## src/rtl/reg_arb_pkg.sv

```systemverilog
// Shared types, default sizes and the round-robin search used by the
// register write arbiter.
package reg_arb_pkg;

  typedef enum logic [1:0] {IDLE, WRITE, ACK} state_t;

  localparam int NREQ_DEF = 4;
  localparam int NREG_DEF = 8;
  localparam int DW_DEF   = 8;
  localparam int MAXREQ   = 8;

  // First set bit of req at or above ptr, wrapping modulo n (n <= MAXREQ).
  function automatic logic [2:0] rr_next(input logic [2:0] ptr,
                                         input logic [MAXREQ-1:0] req,
                                         input int n);
    logic [2:0] w;
    logic       found;
    int         idx;
    w     = '0;
    found = 1'b0;
    for (int i = 0; i < MAXREQ; i++) begin
      idx = (int'(ptr) + i) % n;
      if (!found && (i < n) && req[idx]) begin
        w     = 3'(idx);
        found = 1'b1;
      end
    end
    return w;
  endfunction

endpackage

```

## src/rtl/reg_arb_rr_pick.sv

```systemverilog
// Combinational round-robin picker: winner index searching up from ptr.
module reg_arb_rr_pick
  import reg_arb_pkg::*;
#(
  parameter int NREQ = NREQ_DEF,
  parameter int PW   = $clog2(NREQ)
) (
  input  logic [NREQ-1:0] req,
  input  logic [PW-1:0]   ptr,
  output logic [PW-1:0]   win,
  output logic            any_req
);

  logic [MAXREQ-1:0] req_pad;
  logic [2:0]        pick;

  // Pad to the package search width and take the first requester from ptr.
  always_comb begin
    req_pad             = '0;
    req_pad[NREQ-1:0]   = req;
    pick                = rr_next(3'(ptr), req_pad, NREQ);
    win                 = pick[PW-1:0];
    any_req             = |req;
  end

endmodule

```

## src/rtl/reg_write_arbiter.sv

```systemverilog
// Round-robin write arbiter driving the load enables and data bus of a
// shared register bank. Optional macro REG_ARB_LOCK_EN adds a per-requester
// lock input that keeps the grant for back-to-back writes.
module reg_write_arbiter
  import reg_arb_pkg::*;
#(
  parameter int NREQ = NREQ_DEF,
  parameter int NREG = NREG_DEF,
  parameter int DW   = DW_DEF,
  parameter int AW   = $clog2(NREG)
) (
  input  logic               clk,
  input  logic               rst,
`ifdef REG_ARB_LOCK_EN
  input  logic [NREQ-1:0]    lock,
`endif
  input  logic [NREQ-1:0]    req,
  input  logic [NREQ*AW-1:0] addr,
  input  logic [NREQ*DW-1:0] wdata,
  output logic [NREQ-1:0]    gnt,
  output logic [NREQ-1:0]    ack,
  output logic               err,
  output logic [NREG-1:0]    reg_en,
  output logic [DW-1:0]      reg_d,
  output logic               busy
);

  localparam int PW = $clog2(NREQ);

  state_t          state_q, state_d;
  logic [PW-1:0]   ptr_q, win_q, pick;
  logic [AW-1:0]   addr_q;
  logic [DW-1:0]   data_q;
  logic            any_req;
  logic            ld_pick, ld_again, adv_ptr, addr_ok;
  logic [NREQ-1:0] gnt_d, ack_d;
  logic [NREG-1:0] en_d;

  reg_arb_rr_pick #(.NREQ(NREQ), .PW(PW)) u_pick (
    .req     (req),
    .ptr     (ptr_q),
    .win     (pick),
    .any_req (any_req)
  );

  assign addr_ok = int'(addr_q) < NREG;

  // Next state plus the latch/pointer controls that go with each transition.
  always_comb begin
    state_d  = state_q;
    ld_pick  = 1'b0;
    ld_again = 1'b0;
    adv_ptr  = 1'b0;
    case (state_q)
      IDLE: if (any_req) begin
        state_d = WRITE;
        ld_pick = 1'b1;
      end
      WRITE: state_d = ACK;
      ACK: begin
        state_d = IDLE;
`ifdef REG_ARB_LOCK_EN
        if (lock[win_q]) begin
          if (req[win_q]) begin
            state_d  = WRITE;
            ld_again = 1'b1;
          end
        end else begin
          adv_ptr = 1'b1;
        end
`else
        adv_ptr = 1'b1;
`endif
      end
      default: state_d = IDLE;
    endcase
  end

  // State register.
  always_ff @(posedge clk) begin
    if (rst) state_q <= IDLE;
    else     state_q <= state_d;
  end

  // Pointer and the latched winner, address and data.
  always_ff @(posedge clk) begin
    if (rst) begin
      ptr_q  <= '0;
      win_q  <= '0;
      addr_q <= '0;
      data_q <= '0;
    end else begin
      if (ld_pick) begin
        win_q  <= pick;
        addr_q <= addr[pick*AW +: AW];
        data_q <= wdata[pick*DW +: DW];
      end else if (ld_again) begin
        addr_q <= addr[win_q*AW +: AW];
        data_q <= wdata[win_q*DW +: DW];
      end
      if (adv_ptr)
        ptr_q <= (int'(win_q) == NREQ-1) ? '0 : win_q + PW'(1);
    end
  end

  // One-hot decode of the current state into next-cycle output values.
  always_comb begin
    gnt_d = '0;
    ack_d = '0;
    en_d  = '0;
    for (int i = 0; i < NREQ; i++) begin
      gnt_d[i] = (state_q != IDLE) && (int'(win_q) == i);
      ack_d[i] = (state_q == ACK)  && (int'(win_q) == i);
    end
    for (int r = 0; r < NREG; r++)
      en_d[r] = (state_q == WRITE) && (int'(addr_q) == r);
  end

  // Registered outputs; reg_d keeps the last written value between writes.
  always_ff @(posedge clk) begin
    if (rst) begin
      gnt    <= '0;
      ack    <= '0;
      err    <= 1'b0;
      reg_en <= '0;
      reg_d  <= '0;
      busy   <= 1'b0;
    end else begin
      gnt    <= gnt_d;
      ack    <= ack_d;
      err    <= (state_q == ACK) && !addr_ok;
      reg_en <= en_d;
      busy   <= state_q != IDLE;
      if (state_q == WRITE) reg_d <= data_q;
    end
  end

endmodule

```

## config.mk

```make
export PLATFORM = sky130hd
export DESIGN_NAME = reg_write_arbiter
export DESIGN_NICKNAME = d
export VERILOG_FILES = /design/src/rtl/reg_arb_pkg.sv /design/src/rtl/reg_arb_rr_pick.sv /design/src/rtl/reg_write_arbiter.sv
export SDC_FILE = /design/constraint.sdc
export NUM_CORES = 1
export LEC_CHECK = 0
export ABC_AREA = 1
export CAP_MARGIN = 20
export CORE_MARGIN = 2
export CORE_UTILIZATION = 40
export DETAILED_ROUTE_END_ITERATION = 12
export PLACE_DENSITY = 0.84
export SETUP_SLACK_MARGIN = 0.02
export SLEW_MARGIN = 10
export SYNTH_ARGS = -nofsm -noshare
export SYNTH_HDL_FRONTEND = slang
export SYNTH_SLANG_ARGS = --single-unit
```

## constraint.sdc

```tcl
create_clock -name clk -period 3.1 [get_ports clk]
set_clock_uncertainty 0.05 [all_clocks]
set_input_delay 0.465 -clock clk [delete_from_list [all_inputs] [get_ports clk]]
set_output_delay 0.465 -clock clk [all_outputs]
set_load 0.02 [all_outputs]
```

[Word level (Yosys, flattened, before mapping)]
Cells that the tools add are included.
Word-level totals
  bits in registers: 42
  input bits: 50
  output and inout bits: 26
  logic and storage cells: 91
Cells by class
  $add $sub $neg: 4
  $mul: 1
  magnitude comparators: 4
  equal/unequal tests: 13
  shifts and indexed selects: 2
  muxes and demuxes: 24
  bitwise gates (word level): 3
  reduce and logical (&&, ||, !) cells: 30
Operators by type and width (number)
  $shiftx A32 B6 Y8: 1
  $logic_and A1 B1 Y1: 19
  $lt A3 B5 Y1 const B: 3
  $mux W1: 13
  $eq A3 B3 Y1 const B: 4
  $mux W2: 6
  $shiftx A12 B5 Y3: 1
  $bmux W1 S3: 3
  $eq A2 B2 Y1 const B: 3
  $eq A3 B2 Y1 const B: 2
  $reduce_or A2 Y1: 3
  $add A2 B1 Y2 const B: 2
  $add A2 B2 Y2 const B: 2
  $eq A2 B1 Y1 const B: 2
  $logic_not A2 Y1: 2
  $lt A2 B4 Y1 const B: 1
  $mul A2 B2 Y4 const B: 1
  $pmux W2 S2: 1
  $reduce_or A4 Y1: 1
  $and A1 B1 Y1 const A: 3
  $eq A3 B1 Y1 const B: 1
  $logic_not A1 Y1: 3
  $logic_not A3 Y1: 1
  $bmux W1 S2: 1
  2 further kinds: 2

[Logic depth before layout (Yosys ltp)]
Gate-level depths: netlist of the first run.
  depth after elaboration: 16
  gate-level depth with buffers: 17
  gate-level depth less buffers: 15

[Hierarchy]
From an unflattened synthesis of the first run, not the netlist that was laid out.
Unflattened totals
  cell total of the unflattened synthesis: 322
  area total of the unflattened synthesis: 2128.3 um2
By module, submodules not included
  reg_write_arbiter: instances 1, cells each 273, area each 1885.6 um2, sequential area each 840.8 um2
  reg_arb_rr_pick: instances 1, cells each 49, area each 242.7 um2, sequential area each 0.0 um2

[Worst setup path after synthesis of the first run]
No wires, ideal clock.
  path kind: input to register
  start point: input port req[3]
  end point: register addr_q[1]
  library setup time: 0.109 ns
  arrival: 1.611 ns
  data required time: 2.941 ns
  path slack: 1.330 ns
  stages on the path: 12
  buffers on the path: 1
  cells stage by stage: inv_1 -> nand2_1 -> and2_4 -> a21oi_4 -> nand2_1 -> nand2_4 -> buf_2 -> nand3_1 -> nand3_1 -> nand3_1 -> nand2_1 -> inv_1
On the way
  word-level cells in the longest chain between the ends: 14
  elaborated cells between the ends (all ways): 29
  classes of those cells: mul (1); shift (1); mux (20); reduce/logical (7)
Ends and longest elaborated chain
  from (decl): RTL line reg_write_arbiter.sv:17  | input logic [NREQ-1:0] req,
  $bmux W1 S2: RTL line reg_arb_pkg.sv:23  | if (!found && (i < n) && req[idx]) begin
  $mux W1 (implied by the code): RTL line reg_arb_pkg.sv:23
  $mux W1: RTL line reg_arb_pkg.sv:23
  $logic_not A1 Y1: RTL line reg_arb_pkg.sv:23
  $logic_and A1 B1 Y1: RTL line reg_arb_pkg.sv:23
  $mux W1: RTL line reg_arb_pkg.sv:23
  $logic_not A1 Y1: RTL line reg_arb_pkg.sv:23
  $logic_and A1 B1 Y1: RTL line reg_arb_pkg.sv:23
  $mux W1: RTL line reg_arb_pkg.sv:23
  $logic_not A1 Y1: RTL line reg_arb_pkg.sv:23
  $logic_and A1 B1 Y1: RTL line reg_arb_pkg.sv:23
  $mux W2: RTL line reg_arb_pkg.sv:23
  $mul A2 B2 Y4: RTL line reg_write_arbiter.sv:95  | addr_q <= addr[pick*AW +: AW];
  $shiftx A12 B5 Y3: RTL line reg_write_arbiter.sv:95
  to (signal assigned): RTL line reg_write_arbiter.sv:95
  to (signal assigned): RTL line reg_write_arbiter.sv:98  | addr_q <= addr[win_q*AW +: AW];
  to (decl): RTL line reg_write_arbiter.sv:32  | logic [AW-1:0] addr_q;
Parallel ways exist; a longest one is shown, timed or not. The select of a mux whose other input is x is not followed.
A chain may end at the register's enable or synchronous reset.

[Worst setup path after layout of the first run]
  start point: input port req[1]
  end point: register addr_q[1]
The elaborated chain is that of the path after synthesis.

==> results of run 1 <==
metal layers:
metal	track usage [%]	part of all wire [%]
met1	19.5	45
met5	0	0
met4	6.67	2.2
met2	26.7	47
met3	3.22	5.8
cell families (layout without fill, tap and decap cells):
kind of cell | count (synthesis) | in the layout | synth area share, %
and+or+nand+nor | 160 | 160 | 33.3
buffers and inverters | 91 | 162 | 17.1
DFF | 42 | 42 | 37.9
AOI/OAI and AO/OA | 36 | 36 | 9.36
adders and majority gates | 4 | 4 | 2.25
other | 1 | 1 | 0.169
power by group through the flow:
stage	registers [mW]	logic, mW	clock network [mW]
after global placement	0.634	0.443	0
after detailed placement	0.635	0.455	0
after floorplan	0.650	0.296	0
final	0.623	0.457	0.315
after global routing	0.629	0.518	0.349
after CTS	0.623	0.457	0.319
placed cells by master, fill, tap and decap left out, types with 2 or more instances in the layout:
master / n
nor2_1: 25
clkbuf_1: 2
nand2_4: 2
inv_1: 75
a21oi_1: 17
ha_1: 4
o21ai_0: 11
o211ai_1: 4
dfxtp_1: 42
nand2_1: 69
clkdlybuf4s50_1: 74
nand3b_1: 4
nor3_1: 4
inv_2: 3
nand2_2: 8
clkbuf_8: 5
nand3_1: 44
buf_4: 2
sequential cells by signal, indices dropped and copies added (netlist names):
register  count
reg_en        8
state_q       2
reg_d         8
ack           4
win_q         2
addr_q        3
busy          1
gnt           4
ptr_q         2
data_q        8
worst max-delay path by stage:
stage | slack, ps | endpoint
2_1_floorplan | 1330 | addr_q[1]
4_1_cts | 760 | addr_q[1]
3_5_place_dp | 470 | addr_q[1]
5_1_grt | 530 | addr_q[1]
6_report | 720 | addr_q[1]
3_3_place_gp | 510 | addr_q[1]
cell type report:
type / count / area share (%)
multi-input combinational: 201 / 32.6
inverter: 79 / 9.91
timing repair buffer: 76 / 24.6
tap: 72 / 2.94
clock buffer: 7 / 2.49
sequential: 42 / 27.4
cell usage after synthesis, drive strengths merged:
cell type / count / area share (%)
inv: 79 / 14
nand2: 79 / 15
nand3: 44 / 9.9
dfxtp: 42 / 38
nor2: 25 / 4.2
a21oi: 18 / 4.6
o21ai: 13 / 3.1
buf: 7 / 2.5
clkbuf: 5 / 0.85
ha: 4 / 2.3
nand3b: 4 / 1.4
nor3: 4 / 0.90
o211ai: 4 / 1.4
nand4: 2 / 1.2
a211oi: 1 / 0.34
and2: 1 / 0.39
conb: 1 / 0.17
nor4: 1 / 0.28
tightest hold or removal path, stage by stage (launching register included):
cell     delay (ps)
dfxtp_1         300
inv_1            60
a21oi_1          60
==> metrics.md, run 1 <==
| Metric | Value |
|---|---|
| Clock Tree Root | clkbuf_8 |
| Filler cells | 496 |
| Area growth from synthesis to layout | 38.2% |
| Hold endpoint | reg_d[4] |
| Switch share | 32.5% |
| Outcome | finished clean |
| Initial DRC Count | 96 |
| Critical-path top delay cell | clkdlybuf4s50_1 |
| Setup-failing EPs final | 0 |
| Period utilisation layout | 76.7% |
| Final Worst Setup Slack | 722 ps |
| Unrepaired setup endpoints after global routing | no |
| Sequential power share | 44.7% |
| Post-layout util | 56.4% |
| Sequential share of the synthesized area | 37.9% |
| HPWL Detailed | 3.70 mm |
| Reg2reg start | ptr_q[0] |
| Pre-CTS setup slack | 469 ps |
| Pwr Density | 455 nW/um2 |
| Max stage delay on crit path | 450 ps |
| Global-route wire length before repair | 7.96 mm |
| WP data arrival | 2510 ps |
| Internal power | 0.941 mW |
| Worst path cell trace | clkdlybuf4s50_1 -> inv_1 -> nand2_1 -> nand3_1 -> nand2_1 -> nor2_1 -> nand3_1 -> nand3_1 -> inv_1 -> nand3_1 -> nand3_1 -> nand2_1 -> inv_1 |
| CP Launch Type | primary input |
| Setup slack, reg-to-reg | 740 ps |
| Syn Nets | 388 |
| Worst-case reg-to-reg path depth | 11 |
| Die area | 6160 um2 |
| Final std cells w/o fill | 477 |
| DR vias | 2,164 |
| Worst EP required | 3240 ps |
| Clock-pin slew on the worst setup and hold paths | 70 ps |
| Drt pass-1 iters | 5 |
| MaxCap Viol Count | 0 |
| Fin. Hold Viols | 0 |
| Setup TNS Final | 0 ps |
| F_max | 0.421 GHz |
| Minimum clock period | 2380 ps |
| Slew Viols, Final | 0 |
| Hold buffer count at CTS | 0 |
| CP bufs+invs | 4 |
| Vias per cell | 4.54 |
| Clock power frac | 22.6% |
| Routability cong. | 0.881 |
| Fin Hold WS | 408 ps |
| CTS tree | yes |
| Crit Path Class | in -> reg |
| Crit Path Max Fanout | 11 |
| Syn_area_per_cell | 6.65 um2 |
| DRC errors left | 0 |
| Htree depth | 2 |
| Peak VDD IR | 0.000228 V |
| Leakage power total | 1.50 nW |
| Sw power | 0.453 mW |
| Clock sinks | 42 |
| Placed instance area | 2990 um2 |
| Post-route ant nets | 0 |
| Hold Startpoint | data_q[4] |
| Clock Tree Buf Depth | 2 |
| Setup crit start | req[1] |
| Layout cells sized above 1 | 6.17% |
| Worst r2r dst | addr_q[1] |
| Number of antenna violations at the first check in global routing | 0 |
| #FFs+latches synth | 42 |
| NumNets Final | 459 |
| Slew headroom | 63.8% |
| DR WL/cell | 9.77 um |
| Hold WC Path Type | reg -> reg |
| Clk_lat worst skew | 280 ps |
| Die Wd | 78.5 um |
| Multi-input logic area | 1000 um2 |
| CP dominant cell by count | nand3_1 |
| Crit path max-delay family | simple AND/OR/NAND/NOR gates |
| Design area | 3070 um2 |
| Core region area | 5440 um2 |
| Count of cell types in the netlist | 28 |
| Hold Path Stages | 2 |
| Diodes inserted | 0 |
| Die H | 78.5 um |
| TritonCTS Buffers | 5 |
| IO buf count | 74 |
| Mapped Area | 2220 um2 |
| Starting Density | 40.8% |
| Logic pwr share | 32.8% |
| Post-Synthesis Cells | 334 |
| Vias in the first global route | 1,951 |
| Post-CTS setup buffer count | 0 |
| Register area | 841 um2 |
| Total Routing Usage GR | 15.8% |
| Instance count on the critical path | 13 |
| Placed insts | 470 |
| CP Capture Type | flip-flop |
| Resized Gates After CTS | 0 |
| Largest net degree at the start of global routing | 28 |
| I/O pin cnt | 76 |
| Grt ovf | 0 |
| Row cnt | 27 |
| Overall power | 1.39 mW |
| Routed WL | 4.66 mm |
| Yosys warns | 0 |
| Worst-Margin Slew | 541 ps |
(Power assumes the default switching activity.)
==> run 2, diff against run 1 <==
PLACE_DENSITY = 0.87   (was 0.84)
clock period = 2.18 ns   (was 3.1 ns; I/O delays follow)
==> run 2 against run 1 <==
Against the previous run:
- setup slack worse by 560 ps
- global-route usage is 0.70 points higher
- sequential power is 42% higher
- via count is 2.3% higher
- power is 46% higher
- wire length is 1.7% higher
- die area stayed put
- clock-buffer cell count stayed put
- sequential share of layout area is 0.70 points lower
- critical endpoint unchanged
- critical path depth is 1 lower
- combinational power is 53% higher
- utilization is 1.6 points higher
==> metrics.md, run 2 (synthesized netlist as in run 1, its figures left out) <==
| Metric | Value |
|---|---|
| Layout cells sized above 1 | 8.47% |
| Starting Density | 40.8% |
| Hold Path Stages | 2 |
| CP Launch Type | primary input |
| Grt ovf | 0 |
| Sw power | 0.661 mW |
| DR vias | 2,214 |
| Setup TNS Final | 0 ps |
| Worst r2r dst | addr_q[1] |
| Hold Startpoint | data_q[4] |
| Worst-case reg-to-reg path depth | 10 |
| Internal power | 1.37 mW |
| Largest net degree at the start of global routing | 28 |
| Sequential power share | 43.6% |
| Peak VDD IR | 0.000305 V |
| Clock-pin slew on the worst setup and hold paths | 70 ps |
| Unrepaired setup endpoints after global routing | no |
| IO buf count | 74 |
| Routed WL | 4.74 mm |
| Minimum clock period | 2020 ps |
| Logic pwr share | 34.3% |
| Pwr Density | 645 nW/um2 |
| Row cnt | 27 |
| Fin Hold WS | 402 ps |
| Most frequent cells in the layout | inv_1 (75), clkdlybuf4s50_1 (74), nand2_1 (69), nand3_1 (44), dfxtp_1 (41) |
| Register area | 842 um2 |
| Switch share | 32.5% |
| Filler cells | 514 |
| Setup-failing EPs final | 0 |
| HPWL Detailed | 3.82 mm |
| Area growth from synthesis to layout | 42.0% |
| Core region area | 5440 um2 |
| Initial DRC Count | 56 |
| Reg2reg start | ptr_q[0] |
| Routability cong. | 0.808 |
| Worst EP required | 2320 ps |
| Clk_lat worst skew | 290 ps |
| Slew Viols, Final | 0 |
| WP data arrival | 2160 ps |
| Die Wd | 78.5 um |
| Commonest non-fill, non-tap cell in the layout | inv_1 |
| DR WL/cell | 9.78 um |
| Number of antenna violations at the first check in global routing | 0 |
| CP Capture Type | flip-flop |
| NumNets Final | 467 |
| Leakage power total | 1.54 nW |
| CTS tree | yes |
| Period utilisation layout | 92.6% |
| Design area | 3150 um2 |
| Die area | 6160 um2 |
| Die H | 78.5 um |
| Multi-input logic area | 1010 um2 |
| Drt pass-1 iters | 4 |
| Post-route ant nets | 0 |
| Global-route wire length before repair | 8.20 mm |
| Fin. Hold Viols | 0 |
| I/O pin cnt | 76 |
| Clock sinks | 42 |
| Placed instance area | 3060 um2 |
| Crit Path Max Fanout | 7 |
| Clock Tree Buf Depth | 2 |
| Vias per cell | 4.56 |
| Diodes inserted | 0 |
| DRC errors left | 0 |
| MaxCap Viol Count | 0 |
| Hold endpoint | reg_d[4] |
| Outcome | finished clean |
| Largest registers | data_q: 8 flops, reg_d: 8 flops, reg_en: 8 flops |
| Htree depth | 2 |
| TritonCTS Buffers | 5 |
| Hold WC Path Type | reg -> reg |
| Crit Path Class | in -> reg |
| Clock Tree Root | clkbuf_8 |
| Clock power frac | 22.1% |
| Setup slack, reg-to-reg | 190 ps |
| F_max | 0.495 GHz |
| Vias in the first global route | 1,978 |
| Total Routing Usage GR | 16.5% |
| Post-layout util | 57.9% |
[run 2: layout make-up]
type | instances | area share (%)
clock buffer | 7 | 2.42
inverter | 79 | 9.65
multi-input combinational | 201 | 32.1
sequential | 42 | 26.7
tap | 72 | 2.86
timing repair buffer | 84 | 26.3
[run 2: worst max-delay path: stages]
cell and delay (ps):
clkdlybuf4s50_1 420, inv_1 90, nand2_1 80, and2_4 190, a21oi_4 170, nand4_1 110, nand3_1 230, inv_1 200
nand3_1 120, nand3_1 110, nand2_1 80, inv_1 30
[run 2: power groups by stage]
stage / Combinational, mW / Clock, mW / Sequential (mW)
3_3_place_gp: 0.669 / 0 / 0.901
2_1_floorplan: 0.421 / 0 / 0.925
4_1_cts: 0.690 / 0.463 / 0.887
3_5_place_dp: 0.686 / 0 / 0.904
6_report: 0.697 / 0.449 / 0.887
5_1_grt: 0.784 / 0.501 / 0.896
[run 2: what timing repair did]
item | CTS | global route
setup buffers | 0 | 0
gates resized for setup | 0 | 3
endpoints found under the setup margin | 0 | 12
hold buffers | 0 | 0
[run 2: worst max path at each step]
stage / from / endpoint / cells after the start
after CTS: ptr_q[0] / addr_q[1] / 10
after detailed placement: req[3] / addr_q[1] / 12
after floorplan: ptr_q[0] / addr_q[1] / 13
after global routing: req[1] / addr_q[1] / 12
after global placement: req[3] / addr_q[1] / 12
final: req[3] / addr_q[1] / 12
[run 2: routing by layer]
metal / vias up / wire length, um / global-route usage (%)
met3: 11 / 211 / 2.07
met2: 67 / 2230 / 27.2
met1: 959 / 2160 / 20.7
li1: 1177 / - / -
met5: - / 0 / 0
met4: 0 / 130 / 9.30
[run 2: per-stage QoR]
stage	worst slack, ps	total power, mW	std cells
4_1_cts	50.7	2.04	485
3_5_place_dp	-110	1.59	478
5_1_grt	45.3	2.18	485
2_1_floorplan	481	1.35	334
6_report	161	2.03	485
3_3_place_gp	-77.6	1.57	478
==> run 3, diff against run 2 <==
DONT_BUFFER_PORTS = 1   (was unset)
PLACE_DENSITY = 0.68   (was 0.87)
==> run 3 against run 2 <==
Against the previous run:
- die area unchanged
- cell count decreased by 16%
- highest routed layer unchanged
- clock-buffer cell count down 1
- fmax is 7.1% higher
- critical endpoint unchanged
==> metrics.md, run 3 (synthesized netlist as in run 1, its figures left out) <==
| Metric | Value |
|---|---|
| Outcome | finished clean |
| Clock-pin slew on the worst setup and hold paths | 80 ps |
| Worst EP required | 2330 ps |
| Largest net degree at the start of global routing | 28 |
| MaxCap Viol Count | 0 |
| Clk_lat worst skew | 290 ps |
| Filler cells | 579 |
| Hold endpoint | ack[2] |
| Overall power | 1.89 mW |
| CTS tree | yes |
| Diodes inserted | 0 |
| WP data arrival | 2040 ps |
| Vias per cell | 4.59 |
| Commonest non-fill, non-tap cell in the layout | inv_1 |
| Pwr Density | 804 nW/um2 |
| Peak VDD IR | 0.000341 V |
| F_max | 0.530 GHz |
| Setup-failing EPs final | 0 |
| TritonCTS Buffers | 5 |
| Routed WL | 4.52 mm |
| Layout cells sized above 1 | 9.01% |
| Number of antenna violations at the first check in global routing | 0 |
| DR WL/cell | 11.2 um |
| Clock Tree Buf Depth | 2 |
| Grt ovf | 0 |
| Multi-input logic area | 1010 um2 |
| Drt pass-1 iters | 4 |
| Period utilisation layout | 86.5% |
| Hold buffer count at CTS | 0 |
| Die area | 6160 um2 |
| Worst-case reg-to-reg path depth | 13 |
| CP Launch Type | flip-flop |
| Worst-Margin Slew | 500 ps |
| Slew Viols, Final | 0 |
| Hold Startpoint | rst |
| Area growth from synthesis to layout | 6.14% |
| Starting Density | 40.8% |
| HPWL Detailed | 3.47 mm |
| Reg2reg start | ptr_q[0] |
| Largest registers | data_q: 8 flops, reg_d: 8 flops, reg_en: 8 flops |
| Crit Path Class | reg -> reg |
| IO buf count | 0 |
| Slew headroom | 66.4% |
| Total Routing Usage GR | 15.1% |
| Die Wd | 78.5 um |
| Fin. Hold Viols | 0 |
| Routability cong. | 0.844 |
| Post-route ant nets | 0 |
| Row cnt | 27 |
| Register area | 842 um2 |
| Htree depth | 2 |
| DRC errors left | 0 |
| Setup TNS Final | 0 ps |
| Post-layout util | 43.3% |
| Clock sinks | 42 |
| Unrepaired setup endpoints after global routing | no |
| Worst r2r dst | addr_q[1] |
| Hold Path Stages | 1 |
| Hold WC Path Type | in -> reg |
| Setup slack, reg-to-reg | 290 ps |
| I/O pin cnt | 76 |
| NumNets Final | 386 |
| Die H | 78.5 um |
| CP Capture Type | flip-flop |
| Leakage power total | 1.23 nW |
| Most frequent cells in the layout | inv_1 (75), nand2_1 (69), nand3_1 (44), dfxtp_1 (41), nor2_1 (24) |
| Global-route wire length before repair | 7.49 mm |
| Clock Tree Root | clkbuf_8 |
| Post-CTS setup buffer count | 0 |
| Minimum clock period | 1890 ps |
| Core region area | 5440 um2 |
| Vias in the first global route | 1,672 |
| Resized Gates After CTS | 0 |
| Crit Path Max Fanout | 27 |
| Initial DRC Count | 43 |
| DR vias | 1,857 |
run 3: changes by cell type in the layout (fill, tap and decap cells not counted), sizes merged:
| cell | before | now |
|---|---|---|
| buf | 10 | 3 |
| clkdlybuf4s50 | 74 | 0 |
| clkbuf | 7 | 6 |
| clkinv | 0 | 2 |
run 3: area by class of cell:
type / instances / area share, %
inverter: 79 / 12.9
sequential: 42 / 35.7
clock buffer: 6 / 3.08
timing repair buffer: 3 / 0.956
clock inverter: 2 / 0.584
tap: 72 / 3.82
multi-input combinational: 201 / 42.9
run 3: metal layers:
| metal | track usage, % | vias up | share of wire [%] |
|---|---|---|---|
| met5 | 0 | - | 0 |
| met4 | 4.91 | 0 | 1.2 |
| met3 | 3.45 | 4 | 6.3 |
| met2 | 24.0 | 77 | 44 |
| met1 | 20.4 | 763 | 48 |
| li1 | - | 1013 | - |
run 3: power by group:
part | leakage, nW | total (mW) | internal, mW | switching, mW
combinational | 0.841 | 0.482 | 0.165 | 0.317
clock | 0.0452 | 0.489 | 0.226 | 0.263
sequential | 0.345 | 0.925 | 0.845 | 0.0798
run 3: worst max-delay path: stages, from the launching register on:
cell	delay [ps]
dfxtp_2	470
nand2_1	160
nand3_1	130
nand2_1	70
inv_1	70
nand3_1	70
nand2_2	90
nand2_4	140
nand2_8	180
nand2_1	70
nand3_1	70
nand3_1	110
nand2_1	80
inv_1	40
run 3: metrics by stage:
step / cell area, um2 / hold WS [ps] / worst slack, ps / cells
after floorplan: 2220 / 379 / 481 / 334
after global placement: 2260 / 359 / 96.8 / 397
after detailed placement: 2260 / 358 / 39.3 / 397
after CTS: 2340 / 43.2 / 34.0 / 405
after global routing: 2360 / 38.4 / 80.5 / 405
final: 2360 / 53.7 / 294 / 405
run 3: how the worst max path moves through the flow:
| stage | start | end | slack [ps] | depth (start not counted) |
|---|---|---|---|---|
| floorplan | ptr_q[0] | addr_q[1] | 480 | 13 |
| global placement | ptr_q[0] | addr_q[1] | 100 | 13 |
| detailed placement | ptr_q[0] | addr_q[1] | 40 | 13 |
| CTS | ptr_q[0] | addr_q[1] | 30 | 13 |
| global route | ptr_q[0] | addr_q[1] | 80 | 15 |
| finish | ptr_q[0] | addr_q[1] | 290 | 13 |
